## config.mk

```make
export PLATFORM = sky130hd
export DESIGN_NAME = bambu_slave_initiator
export DESIGN_NICKNAME = d
export VERILOG_FILES = /design/src/rtl/bambu_slave_initiator_pkg.sv /design/src/rtl/bambu_slave_lane_pack.sv /design/src/rtl/bambu_slave_initiator.sv
export SDC_FILE = /design/constraint.sdc
export NUM_CORES = 1
export LEC_CHECK = 0
export CAP_MARGIN = 20
export CORE_AREA = 8 8 183 185
export CTS_CLUSTER_DIAMETER = 50
export DETAILED_ROUTE_END_ITERATION = 6
export DIE_AREA = 0 0 191 193
export HOLD_SLACK_MARGIN = 0.1
export PLACE_DENSITY = 0.66
export SKIP_LAST_GASP = 1
export SLEW_MARGIN = 20
export SYNTH_ARGS = -nofsm -noshare
export SYNTH_HDL_FRONTEND = slang
export SYNTH_SLANG_ARGS = --single-unit
```

## constraint.sdc

```tcl
create_clock -name clock -period 9.3 [get_ports clock]
set_input_delay 1.86 -clock clock [delete_from_list [all_inputs] [get_ports clock]]
set_output_delay 1.86 -clock clock [all_outputs]
set_load 0.1 [all_outputs]
```

## src/rtl/bambu_slave_initiator_pkg.sv

```systemverilog
// Shared types and constants for the Bambu slave-port initiator.
package bambu_slave_initiator_pkg;

  typedef enum logic [1:0] {
    OP_READ  = 2'b00,
    OP_WRITE = 2'b01,
    OP_RUN   = 2'b10,
    OP_RSVD  = 2'b11
  } op_e;

  typedef enum logic [2:0] {
    IDLE,
    ACCESS,
    START,
    RUN,
    RESP
  } state_e;

  // Access watchdog: 1024 cycles, counted 0..1023 in a 10-bit counter.
  localparam int ACCESS_TIMEOUT = 1024;
  localparam int WD_W           = 10;

  // LSB offset of a lane's field inside a packed CHANNELS-wide bus.
  function automatic int lane_lsb(input int lane, input int w);
    return lane * w;
  endfunction

endpackage

```

## src/rtl/bambu_slave_lane_pack.sv

```systemverilog
// Packs the lane-0 request onto the CHANNELS-wide slave buses (upper lanes
// held at zero) and extracts lane-0 read data.
module bambu_slave_lane_pack
  import bambu_slave_initiator_pkg::*;
#(
  parameter int CHANNELS = 2,
  parameter int ADDR_W   = 10,
  parameter int DATA_W   = 64,
  parameter int SIZE_W   = 7
) (
  input  logic                       oe,
  input  logic                       we,
  input  logic [ADDR_W-1:0]          addr,
  input  logic [DATA_W-1:0]          wdata,
  input  logic [SIZE_W-1:0]          size,
  input  logic [CHANNELS*DATA_W-1:0] Sout_Rdata_ram,
  output logic [CHANNELS-1:0]        S_oe_ram,
  output logic [CHANNELS-1:0]        S_we_ram,
  output logic [CHANNELS*ADDR_W-1:0] S_addr_ram,
  output logic [CHANNELS*DATA_W-1:0] S_Wdata_ram,
  output logic [CHANNELS*SIZE_W-1:0] S_data_ram_size,
  output logic [DATA_W-1:0]          rdata0
);

  localparam int A0 = lane_lsb(0, ADDR_W);
  localparam int D0 = lane_lsb(0, DATA_W);
  localparam int Z0 = lane_lsb(0, SIZE_W);

  // Lane 0 carries the request; every other lane stays zero.
  always_comb begin
    S_oe_ram                     = '0;
    S_we_ram                     = '0;
    S_addr_ram                   = '0;
    S_Wdata_ram                  = '0;
    S_data_ram_size              = '0;
    S_oe_ram[0]                  = oe;
    S_we_ram[0]                  = we;
    S_addr_ram[A0 +: ADDR_W]     = addr;
    S_Wdata_ram[D0 +: DATA_W]    = wdata;
    S_data_ram_size[Z0 +: SIZE_W] = size;
    rdata0                       = Sout_Rdata_ram[D0 +: DATA_W];
  end

endmodule

```

## src/rtl/bambu_slave_initiator.sv

```systemverilog
// Host-side initiator for the accelerator slave port and start/done control.
// Optional access/run watchdog: define SLAVE_INIT_TIMEOUT_EN.
module bambu_slave_initiator
  import bambu_slave_initiator_pkg::*;
#(
  parameter int CHANNELS = 2,
  parameter int ADDR_W   = 10,
  parameter int DATA_W   = 64,
  parameter int SIZE_W   = 7,
  parameter int CYC_W    = 32
) (
  input  logic                       clock,
  input  logic                       reset,
  input  logic                       cmd_valid,
  output logic                       cmd_ready,
  input  logic [1:0]                 cmd_op,
  input  logic [ADDR_W-1:0]          cmd_addr,
  input  logic [DATA_W-1:0]          cmd_wdata,
  input  logic [SIZE_W-1:0]          cmd_size,
  output logic                       rsp_valid,
  input  logic                       rsp_ready,
  output logic [DATA_W-1:0]          rsp_rdata,
  output logic [CYC_W-1:0]           rsp_cycles,
  output logic                       rsp_err,
  output logic [CHANNELS-1:0]        S_oe_ram,
  output logic [CHANNELS-1:0]        S_we_ram,
  output logic [CHANNELS*ADDR_W-1:0] S_addr_ram,
  output logic [CHANNELS*DATA_W-1:0] S_Wdata_ram,
  output logic [CHANNELS*SIZE_W-1:0] S_data_ram_size,
  input  logic [CHANNELS*DATA_W-1:0] Sout_Rdata_ram,
  input  logic [CHANNELS-1:0]        Sout_DataRdy,
  output logic                       start_port,
  input  logic                       done_port
);

  state_e              state_q, state_d;
  logic                oe_q, oe_d, we_q, we_d, start_q, start_d;
  logic                rsp_valid_q, rsp_valid_d, err_q, err_d;
  logic [ADDR_W-1:0]   addr_q, addr_d;
  logic [DATA_W-1:0]   wdata_q, wdata_d, rdata_q, rdata_d;
  logic [SIZE_W-1:0]   size_q, size_d;
  logic [CYC_W-1:0]    cnt_q, cnt_d, cycles_q, cycles_d;
  logic [DATA_W-1:0]   rdata0;
  logic                rdy0;
`ifdef SLAVE_INIT_TIMEOUT_EN
  logic [WD_W-1:0]     wd_q, wd_d;
`endif

  // Only lane 0 completion matters; the other lanes are observed but ignored.
  assign rdy0 = Sout_DataRdy[0];
  logic lane_unused;
  assign lane_unused = ^Sout_DataRdy;

  // Reset forces cmd_ready low immediately; it rises as soon as reset drops.
  assign cmd_ready  = (state_q == IDLE) && !reset;
  assign rsp_valid  = rsp_valid_q;
  assign rsp_rdata  = rdata_q;
  assign rsp_cycles = cycles_q;
  assign rsp_err    = err_q;
  assign start_port = start_q;

  bambu_slave_lane_pack #(
    .CHANNELS(CHANNELS), .ADDR_W(ADDR_W), .DATA_W(DATA_W), .SIZE_W(SIZE_W)
  ) u_pack (
    .oe              (oe_q),
    .we              (we_q),
    .addr            (addr_q),
    .wdata           (wdata_q),
    .size            (size_q),
    .Sout_Rdata_ram  (Sout_Rdata_ram),
    .S_oe_ram        (S_oe_ram),
    .S_we_ram        (S_we_ram),
    .S_addr_ram      (S_addr_ram),
    .S_Wdata_ram     (S_Wdata_ram),
    .S_data_ram_size (S_data_ram_size),
    .rdata0          (rdata0)
  );

  // Next-state and next-output logic for the command sequencer.
  always_comb begin
    state_d     = state_q;
    oe_d        = oe_q;
    we_d        = we_q;
    start_d     = 1'b0;
    rsp_valid_d = rsp_valid_q;
    err_d       = err_q;
    addr_d      = addr_q;
    wdata_d     = wdata_q;
    rdata_d     = rdata_q;
    size_d      = size_q;
    cnt_d       = cnt_q;
    cycles_d    = cycles_q;
`ifdef SLAVE_INIT_TIMEOUT_EN
    wd_d        = wd_q;
`endif
    case (state_q)
      IDLE: if (cmd_valid && cmd_ready) begin
        addr_d   = cmd_addr;
        wdata_d  = cmd_wdata;
        size_d   = cmd_size;
        rdata_d  = '0;
        cycles_d = '0;
        err_d    = 1'b0;
        cnt_d    = '0;
`ifdef SLAVE_INIT_TIMEOUT_EN
        wd_d     = '0;
`endif
        case (op_e'(cmd_op))
          OP_READ:  begin oe_d = 1'b1; state_d = ACCESS; end
          OP_WRITE: begin we_d = 1'b1; state_d = ACCESS; end
          OP_RUN:   begin start_d = 1'b1; state_d = START; end
          default:  begin err_d = 1'b1; rsp_valid_d = 1'b1; state_d = RESP; end
        endcase
      end
      ACCESS: begin
        if (rdy0) begin
          rdata_d     = oe_q ? rdata0 : '0;
          oe_d        = 1'b0;
          we_d        = 1'b0;
          rsp_valid_d = 1'b1;
          state_d     = RESP;
        end
`ifdef SLAVE_INIT_TIMEOUT_EN
        else if (&wd_q) begin
          rdata_d     = '0;
          err_d       = 1'b1;
          oe_d        = 1'b0;
          we_d        = 1'b0;
          rsp_valid_d = 1'b1;
          state_d     = RESP;
        end else begin
          wd_d = wd_q + WD_W'(1);
        end
`endif
      end
      // done_port is deliberately not sampled here.
      START: begin
        cnt_d   = CYC_W'(1);
        state_d = RUN;
      end
      RUN: begin
        if (done_port) begin
          cycles_d    = cnt_q;
          rsp_valid_d = 1'b1;
          state_d     = RESP;
        end
`ifdef SLAVE_INIT_TIMEOUT_EN
        else if (&cnt_q) begin
          cycles_d    = cnt_q;
          err_d       = 1'b1;
          rsp_valid_d = 1'b1;
          state_d     = RESP;
        end
`endif
        else if (!(&cnt_q)) begin
          cnt_d = cnt_q + CYC_W'(1);
        end
      end
      RESP: if (rsp_ready) begin
        rsp_valid_d = 1'b0;
        state_d     = IDLE;
      end
      default: state_d = IDLE;
    endcase
  end

  // State and registered outputs; async reset clears everything.
  always_ff @(posedge clock or posedge reset) begin
    if (reset) begin
      state_q     <= IDLE;
      oe_q        <= 1'b0;
      we_q        <= 1'b0;
      start_q     <= 1'b0;
      rsp_valid_q <= 1'b0;
      err_q       <= 1'b0;
      addr_q      <= '0;
      wdata_q     <= '0;
      rdata_q     <= '0;
      size_q      <= '0;
      cnt_q       <= '0;
      cycles_q    <= '0;
`ifdef SLAVE_INIT_TIMEOUT_EN
      wd_q        <= '0;
`endif
    end else begin
      state_q     <= state_d;
      oe_q        <= oe_d;
      we_q        <= we_d;
      start_q     <= start_d;
      rsp_valid_q <= rsp_valid_d;
      err_q       <= err_d;
      addr_q      <= addr_d;
      wdata_q     <= wdata_d;
      rdata_q     <= rdata_d;
      size_q      <= size_d;
      cnt_q       <= cnt_d;
      cycles_q    <= cycles_d;
`ifdef SLAVE_INIT_TIMEOUT_EN
      wd_q        <= wd_d;
`endif
    end
  end

endmodule

```

==> flow_summary_export.csv, run 1 <==
group,metric,value,unit
die,start_util,31.7,%
sta,period_share,59.7,%
worst_setup_path,reg2reg_to,"cnt_q[27]",
clocking,clk_pin_slew_worst_paths,0.06,ns
synthesis,synth_top_area_cell,"dfrtp_1",
sta,clock-skew-final,0.0110,ns
worst_setup_path,cpMaxStageDelayCell,"clkdlybuf4s50_1",
die,row_count,65,
drt,drtIter0Drc,366,
clocking,cts_tree,"built",
clocking,htreeDepth,1,
worst_setup_path,critPathCaptureType,"output pin",
synthesis,synth_most_common_cell,"dfrtp_1",
sta,setup_viol,0,
clocking,holdBufCountCts,0,
drt,ant_nets,0,
drt,drcViolationCount,0,
worst_setup_path,path_max_fanout,3,
worst_setup_path,path_class,"in2out",
worst_setup_path,endpoint,"cmd_ready",
worst_setup_path,critPathBufInv,2,
finish,fin_nets,1483,
synthesis,synthTopCellsByCount,"dfrtp_1, nand2_1, o21ai_0, buf_4, mux2_2",
clocking,clkSinkCount,217,
finish,n_antenna_cell,0,
clocking,insertion_delay,0.55,ns
finish,layout-area-overhead-vs-synth,44.7,%
worst_setup_path,r2r_setup_slack,6.24,ns
placed_design,pre_cts_slack,3.75,ns
pwr,irDropWorstVdd,0.424,mV
sta,fin_crit,5.55,ns
die,core-area,30800,um^2
finish,n_fill_cell,2930,
sta,setup_tns,0,ns
grt,track_usage,15.6,%
worst_setup_path,path_delay_family,"buffers and inverters",
worst_setup_path,max_stage_delay,1.15,ns
die,die_w,191,um
placed_design,hpwl,22.1,mm
drt,wl_per_cell,17.9,um
synthesis,ys_warn_count,0,
worst_setup_path,worstPathArrival,3.69,ns
drt,via_per_inst,4.64,
worst_setup_path,worstSetupStartpoint,"reset",
synthesis,synth_top_flop_cell,"dfrtp_1",
synthesis,yosys-top-cells-area,"dfrtp_1, mux2_2, nand2_1",
synthesis,async_flop_share,100,%
run_status,status,"completed",
drt,routed_wl,30.3,mm
sta,hold_viol,0,
clocking,clock_path_buffers,3,
hold_path,hp-class,"reg2reg",
worst_setup_path,crit_top_cell,"clkdlybuf4s50_1",
synthesis,netlist_instances,955,
worst_setup_path,rr_worst_depth,7,
finish,final_util,45.8,%
finish,multiInputGateArea,3780,um^2
worst_setup_path,critPathLaunchType,"input port",
synthesis,synth-seq-cells,217,
worst_setup_path,crit_chain,"clkdlybuf4s50_1, nor2_1, clkdlybuf4s50_1",
finish,layout-drive-gt1-share,11.5,%
synthesis,syn_avg_cell_area,10.2,um^2
worst_setup_path,r2r-start,"state_q[0]",
clocking,cts_root_buf,"clkbuf_16",
die,die_area,36900,um^2
worst_setup_path,path_depth,3,
drt,num_vias,7829,
synthesis,synth_top_area_share,55.6,%
sta,rsz0062_at_grt,"false",
clocking,postCtsSetupBuffers,0,
worst_setup_path,critPathRequiredTime,7.44,ns
synthesis,netlist_area,9770,um^2
run,cap_violations,0,
placed_design,place_congestion,0.843,
synthesis,ys_types,54,
sta,setup_ws,3.75,ns
grt,grt_antenna_before_repair,3,
synthesis,synth_edf_count,0,
die,die_height,193,um
sta,relSlewSlack,27.5,%
grt,first_global_vias,7953,
grt,grt_pass1_wl,45.9,mm
grt,grt_remaining_overflow,0,
hold_path,min_from,"rsp_rdata[6]",
placed_design,io_buffers,335,
finish,regArea,5430,um^2
clocking,cts_buffers,30,
sta,worst_pin_slew,1.08,ns
pwr,powerDensity,363,nW/um^2
synthesis,ys_seq_area_share,55.6,%
sta,fmax,180,MHz
grt,grt_start_max_net_pins,139,
clocking,cts-resized-gates,0,
pwr,leakagePower,5.86,nW
drt,dr.pass1.iters,5,
sta,slew_viol_final,0,
die,io_pins,484,
-- power by group --
part / internal [W] / switching, W
registers: 0.00116 / 0.000136
logic: 0.000611 / 0.00213
clock network: 0.000653 / 0.000440
total: 0.00242 / 0.00270
-- flip-flops by register name, indices dropped and copies added, names as in the netlist, 3 cells and up --
name / cells
rsp_rdata: 64
state_q: 3
addr_q: 10
size_q: 7
wdata_q: 64
cnt_q: 32
rsp_cycles: 32
-- through the flow --
step	power, W	instances	hold slack, ns	cell area [um^2]
after global placement	0.00404	1633	0.460	13100
after detailed placement	0.00406	1633	0.469	13100
after floorplan	0.00343	1037	0.479	10100
final	0.00513	1689	0.475	14100
after CTS	0.00519	1688	0.482	14100
after global routing	0.00532	1689	0.496	14100
-- how the worst min path moves through the flow --
stage,endpoint,slack [ns],cells after the start
floorplan,cnt_q[9],0.48,1
global placement,rsp_cycles[17],0.46,2
detailed placement,rsp_rdata[2],0.47,2
CTS,rsp_rdata[2],0.48,2
global route,rsp_rdata[8],0.50,2
finish,rsp_rdata[6],0.47,2
-- worst reg2reg max path, stage by stage, from the launching register on --
cell     delay [ns]
dfrtp_1        0.71
and3b_1        0.34
buf_4          0.41
nand2_1        0.20
nor4_4         0.57
buf_4          0.31
nor2_2         0.16
a31oi_1        0.27
-- per-layer routing --
| layer | GRT usage, % | up-vias | routed length, um |
|---|---|---|---|
| met1 | 18.2 | 3751 | 11400 |
| met4 | 3.64 | 6 | 567 |
| met2 | 26.9 | 276 | 15500 |
| li1 | - | 3745 | - |
| met3 | 5.94 | 51 | 2830 |
| met5 | 0 | - | 35 |
-- cell families after synthesis --
family          count (synthesis)  share of synthesized area [%]
compound gates                198                           11.8
fa+ha+maj                       1                          0.128
buf+inv                       153                           9.35
flops                         217                           55.6
mux                            82                           9.45
other cells                     1                         0.0384
simple gates                  303                           13.7
-- placed cells by master (no fill, tap or decap), types with 7 or more instances in the layout --
cell,Yosys,routed
dfrtp_1,217,217
nand3_1,14,14
clkbuf_16,0,31
conb_1,1,83
nand4_1,12,12
a21oi_1,17,17
clkdlybuf4s50_1,0,335
nor2_1,21,21
mux2_2,82,82
nor3_1,10,10
o31ai_1,17,17
nand2_1,211,209
o21ai_0,114,114
clkbuf_1,52,7
a31oi_1,21,21
-- area by class of cell --
type                            instances  area share, %
Inverter                                6          0.213
Clock inverter                         16           1.02
Multi-Input combinational cell        667           26.7
Clock buffer                           39           5.77
Tap cell                              402           3.56
Timing Repair Buffer                  342           24.3
Sequential cell                       217           38.4
(Power assumes the default switching activity.)
==> run 2: changes to the inputs <==
--- a/config.mk
+++ b/config.mk
@@ -6,12 +6,12 @@
 export NUM_CORES = 1
 export LEC_CHECK = 0
 export CAP_MARGIN = 20
-export CORE_AREA = 8 8 183 185
+export CORE_AREA = 8 8 182 184
 export CTS_CLUSTER_DIAMETER = 50
 export DETAILED_ROUTE_END_ITERATION = 6
-export DIE_AREA = 0 0 191 193
+export DIE_AREA = 0 0 190 192
 export HOLD_SLACK_MARGIN = 0.1
-export PLACE_DENSITY = 0.66
+export PLACE_DENSITY = 0.69
 export SKIP_LAST_GASP = 1
 export SLEW_MARGIN = 20
 export SYNTH_ARGS = -nofsm -noshare
==> constraint.sdc (replaced) <==
create_clock -name clock -period 4.5 [get_ports clock]
set_input_delay 0.9 -clock clock [delete_from_list [all_inputs] [get_ports clock]]
set_output_delay 0.9 -clock clock [all_outputs]
set_load 0.1 [all_outputs]
==> run 2 against run 1 <==
Worst hold slack got worse by 0.0016 ns. Count of clock-buffer cells in the layout is 2 higher. Sequential share of layout area shrank 0.25 points. Cell count did not move. Critical endpoint is now cnt_q[21]. Utilization grew 1.3 points. First-iteration DRC count up 42%. Clock power increased by 110%. Combinational power up 110%. Power is 110% higher. Register-to-register slack got worse by 4.9 ns. Design area increased by 0.65%. Wire length up 0.41%.
==> flow_summary_export.csv, run 2 (synthesis results as in run 1) <==
group,metric,value,unit
worst_setup_path,worstSetupStartpoint,"state_q[0]",
placed_design,hpwl,22.9,mm
pwr,powerDensity,751,nW/um^2
grt,grt_use_met2,27.6,%
grt,busiest_layer,"met2",
clocking,clk_pin_slew_worst_paths,0.06,ns
die,die_w,190,um
placed_design,place_congestion,0.870,
clocking,htreeDepth,1,
clocking,holdBufCountCts,0,
worst_setup_path,path_class,"reg2reg",
pwr,switchingPower,0.00557,W
pwr,p_comb_share,53.1,%
die,core-area,30200,um^2
die,start_util,32.4,%
pwr,leakagePower,5.93,nW
grt,grt_antenna_before_repair,4,
finish,n_antenna_cell,0,
worst_setup_path,critPathCaptureType,"flop",
sta,clock-skew-final,0.0353,ns
hold_path,hold-path-cell-count,2,
pwr,intPower,0.00510,W
drt,routed_wl,30.4,mm
pwr,irDropWorstVdd,0.669,mV
worst_setup_path,crit_chain,"and3b_1, nand2b_1, a41oi_2, a41oi_1, a31oi_1",
finish,layout_common_cells,"clkdlybuf4s50_1, dfrtp_1, nand2_1",
worst_setup_path,cpMaxStageDelayCell,"a41oi_2",
clocking,insertion_delay,0.56,ns
sta,setup_viol,0,
pwr,pwr-share-seq,25.0,%
run_status,status,"completed",
pwr,clockPowerShare,21.9,%
finish,fin_nets,1489,
hold_path,hp-class,"reg2reg",
die,die_area,36500,um^2
clocking,cts_root_buf,"clkbuf_16",
worst_setup_path,path_max_fanout,20,
sta,rsz0062_at_grt,"false",
drt,wl_per_cell,18.0,um
die,io_pins,484,
drt,drtIter0Drc,519,
run,cap_violations,0,
sta,worst_pin_slew,1.10,ns
sta,setup_tns,0,ns
drt,num_vias,7959,
grt,first_global_vias,8123,
placed_design,io_buffers,335,
clocking,cts_tree,"built",
worst_setup_path,r2r_setup_slack,1.29,ns
pwr,sw_frac_of_total,52.2,%
drt,drcViolationCount,0,
sta,period_share,71.3,%
clocking,clkSinkCount,217,
worst_setup_path,critPathRequiredTime,4.98,ns
clocking,postCtsSetupBuffers,0,
worst_setup_path,max_stage_delay,0.87,ns
finish,finalInstanceArea,14200,um^2
worst_setup_path,rr_worst_depth,5,
placed_design,placed_cell_area,13200,um^2
finish,final_common_cell,"clkdlybuf4s50_1",
worst_setup_path,r2r-start,"state_q[0]",
clocking,cts-resized-gates,0,
grt,grtUsageMet3,6.48,%
hold_path,min_to,"rsp_cycles[13]",
grt,grt_use_met1,17.2,%
clocking,clock_path_buffers,3,
sta,hold_viol,0,
grt,grt_start_max_net_pins,72,
worst_setup_path,reg2reg_to,"cnt_q[21]",
finish,layout-area-overhead-vs-synth,45.6,%
grt,track_usage,15.7,%
grt,grt_pass1_wl,46.1,mm
sta,slew_viol_final,0,
clocking,cts_buffers,30,
die,die_height,192,um
drt,dr.pass1.iters,5,
drt,via_per_inst,4.71,
worst_setup_path,worstPathArrival,3.69,ns
grt,grt_remaining_overflow,0,
sta,fin_crit,3.21,ns
hold_path,min_from,"rsp_cycles[13]",
worst_setup_path,critPathLaunchType,"flop",
sta,relSlewSlack,26.6,%
sta,fmax,312,MHz
die,row_count,64,
drt,ant_nets,0,
finish,layout-drive-gt1-share,12.1,%
## run 2: changes by cell type in the layout (fill, tap and decap cells not counted), sizes merged
cell           before  now
inv                11    8
clkinv              8    7
clkbuf             39   41
buf                 7   14
clkinvlp            2    3
clkdlybuf4s50     335  334
bufinv              1    2
## run 2: cell type report
class / count / area [um^2]
Sequential cell: 217 / 5430
Clock buffer: 41 / 842
Multi-Input combinational cell: 667 / 3760
Timing Repair Buffer: 348 / 3510
Tap cell: 396 / 495
Fill cell: 2788 / 16000
Inverter: 6 / 26.3
Clock inverter: 14 / 158
## run 2: worst max path at each step
stage | endpoint | slack [ns] | cells after the start
finish | cnt_q[21] | 1.29 | 5
global route | cnt_q[21] | 1.06 | 5
CTS | cnt_q[21] | 1.33 | 5
detailed placement | cnt_q[21] | 1.07 | 6
global placement | cnt_q[27] | 1.10 | 6
floorplan | addr_q[0] | 0.77 | 1
## run 2: through the flow
stage	instances	power (W)	hold slack [ns]	util (%)	worst slack, ns
CTS	1688	0.0108	0.481	47.0	1.33
finish	1689	0.0107	0.473	47.1	1.29
global route	1689	0.0111	0.496	47.1	1.06
detailed placement	1633	0.00842	0.469	43.7	1.07
floorplan	1037	0.00709	0.479	-	0.774
global placement	1633	0.00837	0.460	43.7	1.10
## run 2: power by group through the flow
| stage | registers (W) | clock network (W) | logic, W |
|---|---|---|---|
| after floorplan | 0.00571 | 0 | 0.00138 |
| after global placement | 0.00268 | 0 | 0.00569 |
| after detailed placement | 0.00270 | 0 | 0.00571 |
| after CTS | 0.00267 | 0.00240 | 0.00572 |
| after global routing | 0.00273 | 0.00248 | 0.00587 |
| final | 0.00267 | 0.00233 | 0.00567 |
## run 2: layer usage
metal / part of all wire, % / vias to the layer above
li1: - / 3755
met2: 52 / 324
met1: 36 / 3812
met3: 9.9 / 60
met4: 2.5 / 8
met5: 0.16 / -
## run 2: critical path: cells and delay by family, from the launching register on
family	cells	cell delay, ns
AO/OA/AOI/OAI	3	1.31
AND/OR/NAND/NOR	2	1.09
flip-flops	1	0.73
==> run 3: changes to the inputs <==
==> constraint.sdc (replaced) <==
create_clock -name clock -period 2.8 [get_ports clock]
set_input_delay 0.56 -clock clock [delete_from_list [all_inputs] [get_ports clock]]
set_output_delay 0.56 -clock clock [all_outputs]
set_load 0.1 [all_outputs]
==> run 3 against run 2 <==
Setup slack got worse by 1.1 ns. Sequential power increased by 60%. Worst hold slack got worse by 0.074 ns. Sequential share of layout area increased by 1.1 points. Critical path type is now reg2out. Largest power group unchanged.
==> flow_summary_export.csv, run 3 (synthesis results as in run 1) <==
group,metric,value,unit
finish,final_common_cell,"dfrtp_1",
grt,grt_start_max_net_pins,81,
clocking,htreeDepth,1,
pwr,power,0.0167,W
drt,routed_wl,30.5,mm
pwr,leakagePower,6.25,nW
sta,hold_viol,0,
finish,final_util,45.8,%
clocking,insertion_delay,0.55,ns
finish,finalNonFillerCells,1696,
worst_setup_path,cpMaxStageDelayCell,"dfrtp_1",
placed_design,io_buffers,335,
worst_setup_path,critPathCaptureType,"output pin",
clocking,postCtsSetupBuffers,0,
clocking,cts_tree,"built",
clocking,cts_buffers,29,
pwr,irDropWorstVdd,1.05,mV
grt,grt_antenna_before_repair,3,
drt,num_vias,8015,
worst_setup_path,r2r-start,"cnt_q[10]",
finish,layout_common_cells,"dfrtp_1, nand2_1, buf_4",
sta,fin_crit,2.64,ns
placed_design,dp_cells,1647,
placed_design,hpwl,22.8,mm
finish,multiInputGateArea,3760,um^2
worst_setup_path,critPathRequiredTime,2.24,ns
sta,worst_pin_slew,0.799,ns
grt,grt_pass1_wl,46.9,mm
finish,fin_nets,1501,
clocking,holdBufCountCts,0,
sta,period_share,94.4,%
worst_setup_path,r2r_setup_slack,0.38,ns
drt,ant_nets,0,
sta,holdWs,0.399,ns
run,cap_violations,0,
pwr,powerDensity,1210,nW/um^2
drt,wl_per_cell,18.0,um
sta,rsz0062_at_grt,"false",
grt,grt_remaining_overflow,0,
die,start_util,32.4,%
worst_setup_path,path_max_fanout,11,
worst_setup_path,rr_worst_depth,6,
die,io_pins,484,
hold_path,hp-class,"in2async",
finish,n_fill_cell,2887,
finish,layout-drive-gt1-share,26.6,%
die,die_w,190,um
worst_setup_path,path_class,"reg2out",
die,core-area,30200,um^2
drt,drcViolationCount,0,
die,die_area,36500,um^2
clocking,cts-resized-gates,0,
die,die_height,192,um
finish,regArea,5430,um^2
worst_setup_path,critPathBufInv,2,
clocking,cts_root_buf,"clkbuf_16",
clocking,clk_pin_slew_worst_paths,0.06,ns
sta,slew_viol_final,0,
worst_setup_path,crit_chain,"buf_4, or3_1, nor2_2, buf_12",
sta,setup_viol,0,
placed_design,place_congestion,0.884,
finish,n_antenna_cell,0,
worst_setup_path,critPathLaunchType,"flop",
worst_setup_path,reg2reg_to,"cnt_q[20]",
grt,first_global_vias,8416,
run_status,status,"completed",
drt,via_per_inst,4.73,
drt,drtIter0Drc,452,
die,row_count,64,
clocking,clock_path_buffers,3,
finish,layout-area-overhead-vs-synth,41.6,%
worst_setup_path,worstPathArrival,2.08,ns
worst_setup_path,path_delay_family,"simple AND/OR/NAND/NOR gates",
sta,fmax,378,MHz
sta,clock-skew-final,0.0247,ns
worst_setup_path,max_stage_delay,0.49,ns
grt,track_usage,15.9,%
sta,relSlewSlack,46.3,%
drt,dr.pass1.iters,7,
clocking,clkSinkCount,217,
[run 3: metrics by stage]
step	instance area, um^2	TNS (ns)	setup slack (ns)
after floorplan	10100	-127.19	-0.586
after global placement	12900	0	0.393
after detailed placement	12900	0	0.357
after CTS	13800	0	0.130
after global routing	13800	0	0.0590
final	13800	0	0.158
[run 3: tightest hold or removal path: stages]
cell and delay [ns]:
clkdlybuf4s50_1 0.42, buf_4 0.15, clkinvlp_4 0.16
[run 3: cell type report]
class	count	area share, %
flip-flops and latches	217	39.3
repair buffers	361	23.3
multi-input cells	667	27.2
inverters	6	0.190
well taps	396	3.58
clock inverters	9	0.570
clock buffers	40	5.91
[run 3: worst max-delay path by stage]
stage	start	endpoint	slack, ns	depth (start not counted)
after global routing	state_q[0]	cmd_ready	0.06	4
after global placement	reset	rsp_valid	0.39	7
after CTS	state_q[0]	cmd_ready	0.13	4
after floorplan	reset	addr_q[0]	-0.59	1
final	state_q[0]	cmd_ready	0.16	4
after detailed placement	reset	rsp_valid	0.36	7
[run 3: power by group]
group	total [W]	internal, W	switching [W]	leakage [nW]
Combinational	0.00904	0.00193	0.00711	2.96
Sequential	0.00426	0.00385	0.000409	2.85
Clock	0.00344	0.00204	0.00140	0.438
[run 3: routing by layer]
metal	global-route usage, %	up-vias	part of all wire, %
met1	17.5	3839	36
met2	28.1	321	52
met3	6.14	72	9.5
met5	0	-	0.12
met4	4.60	6	2.6
li1	-	3777	-
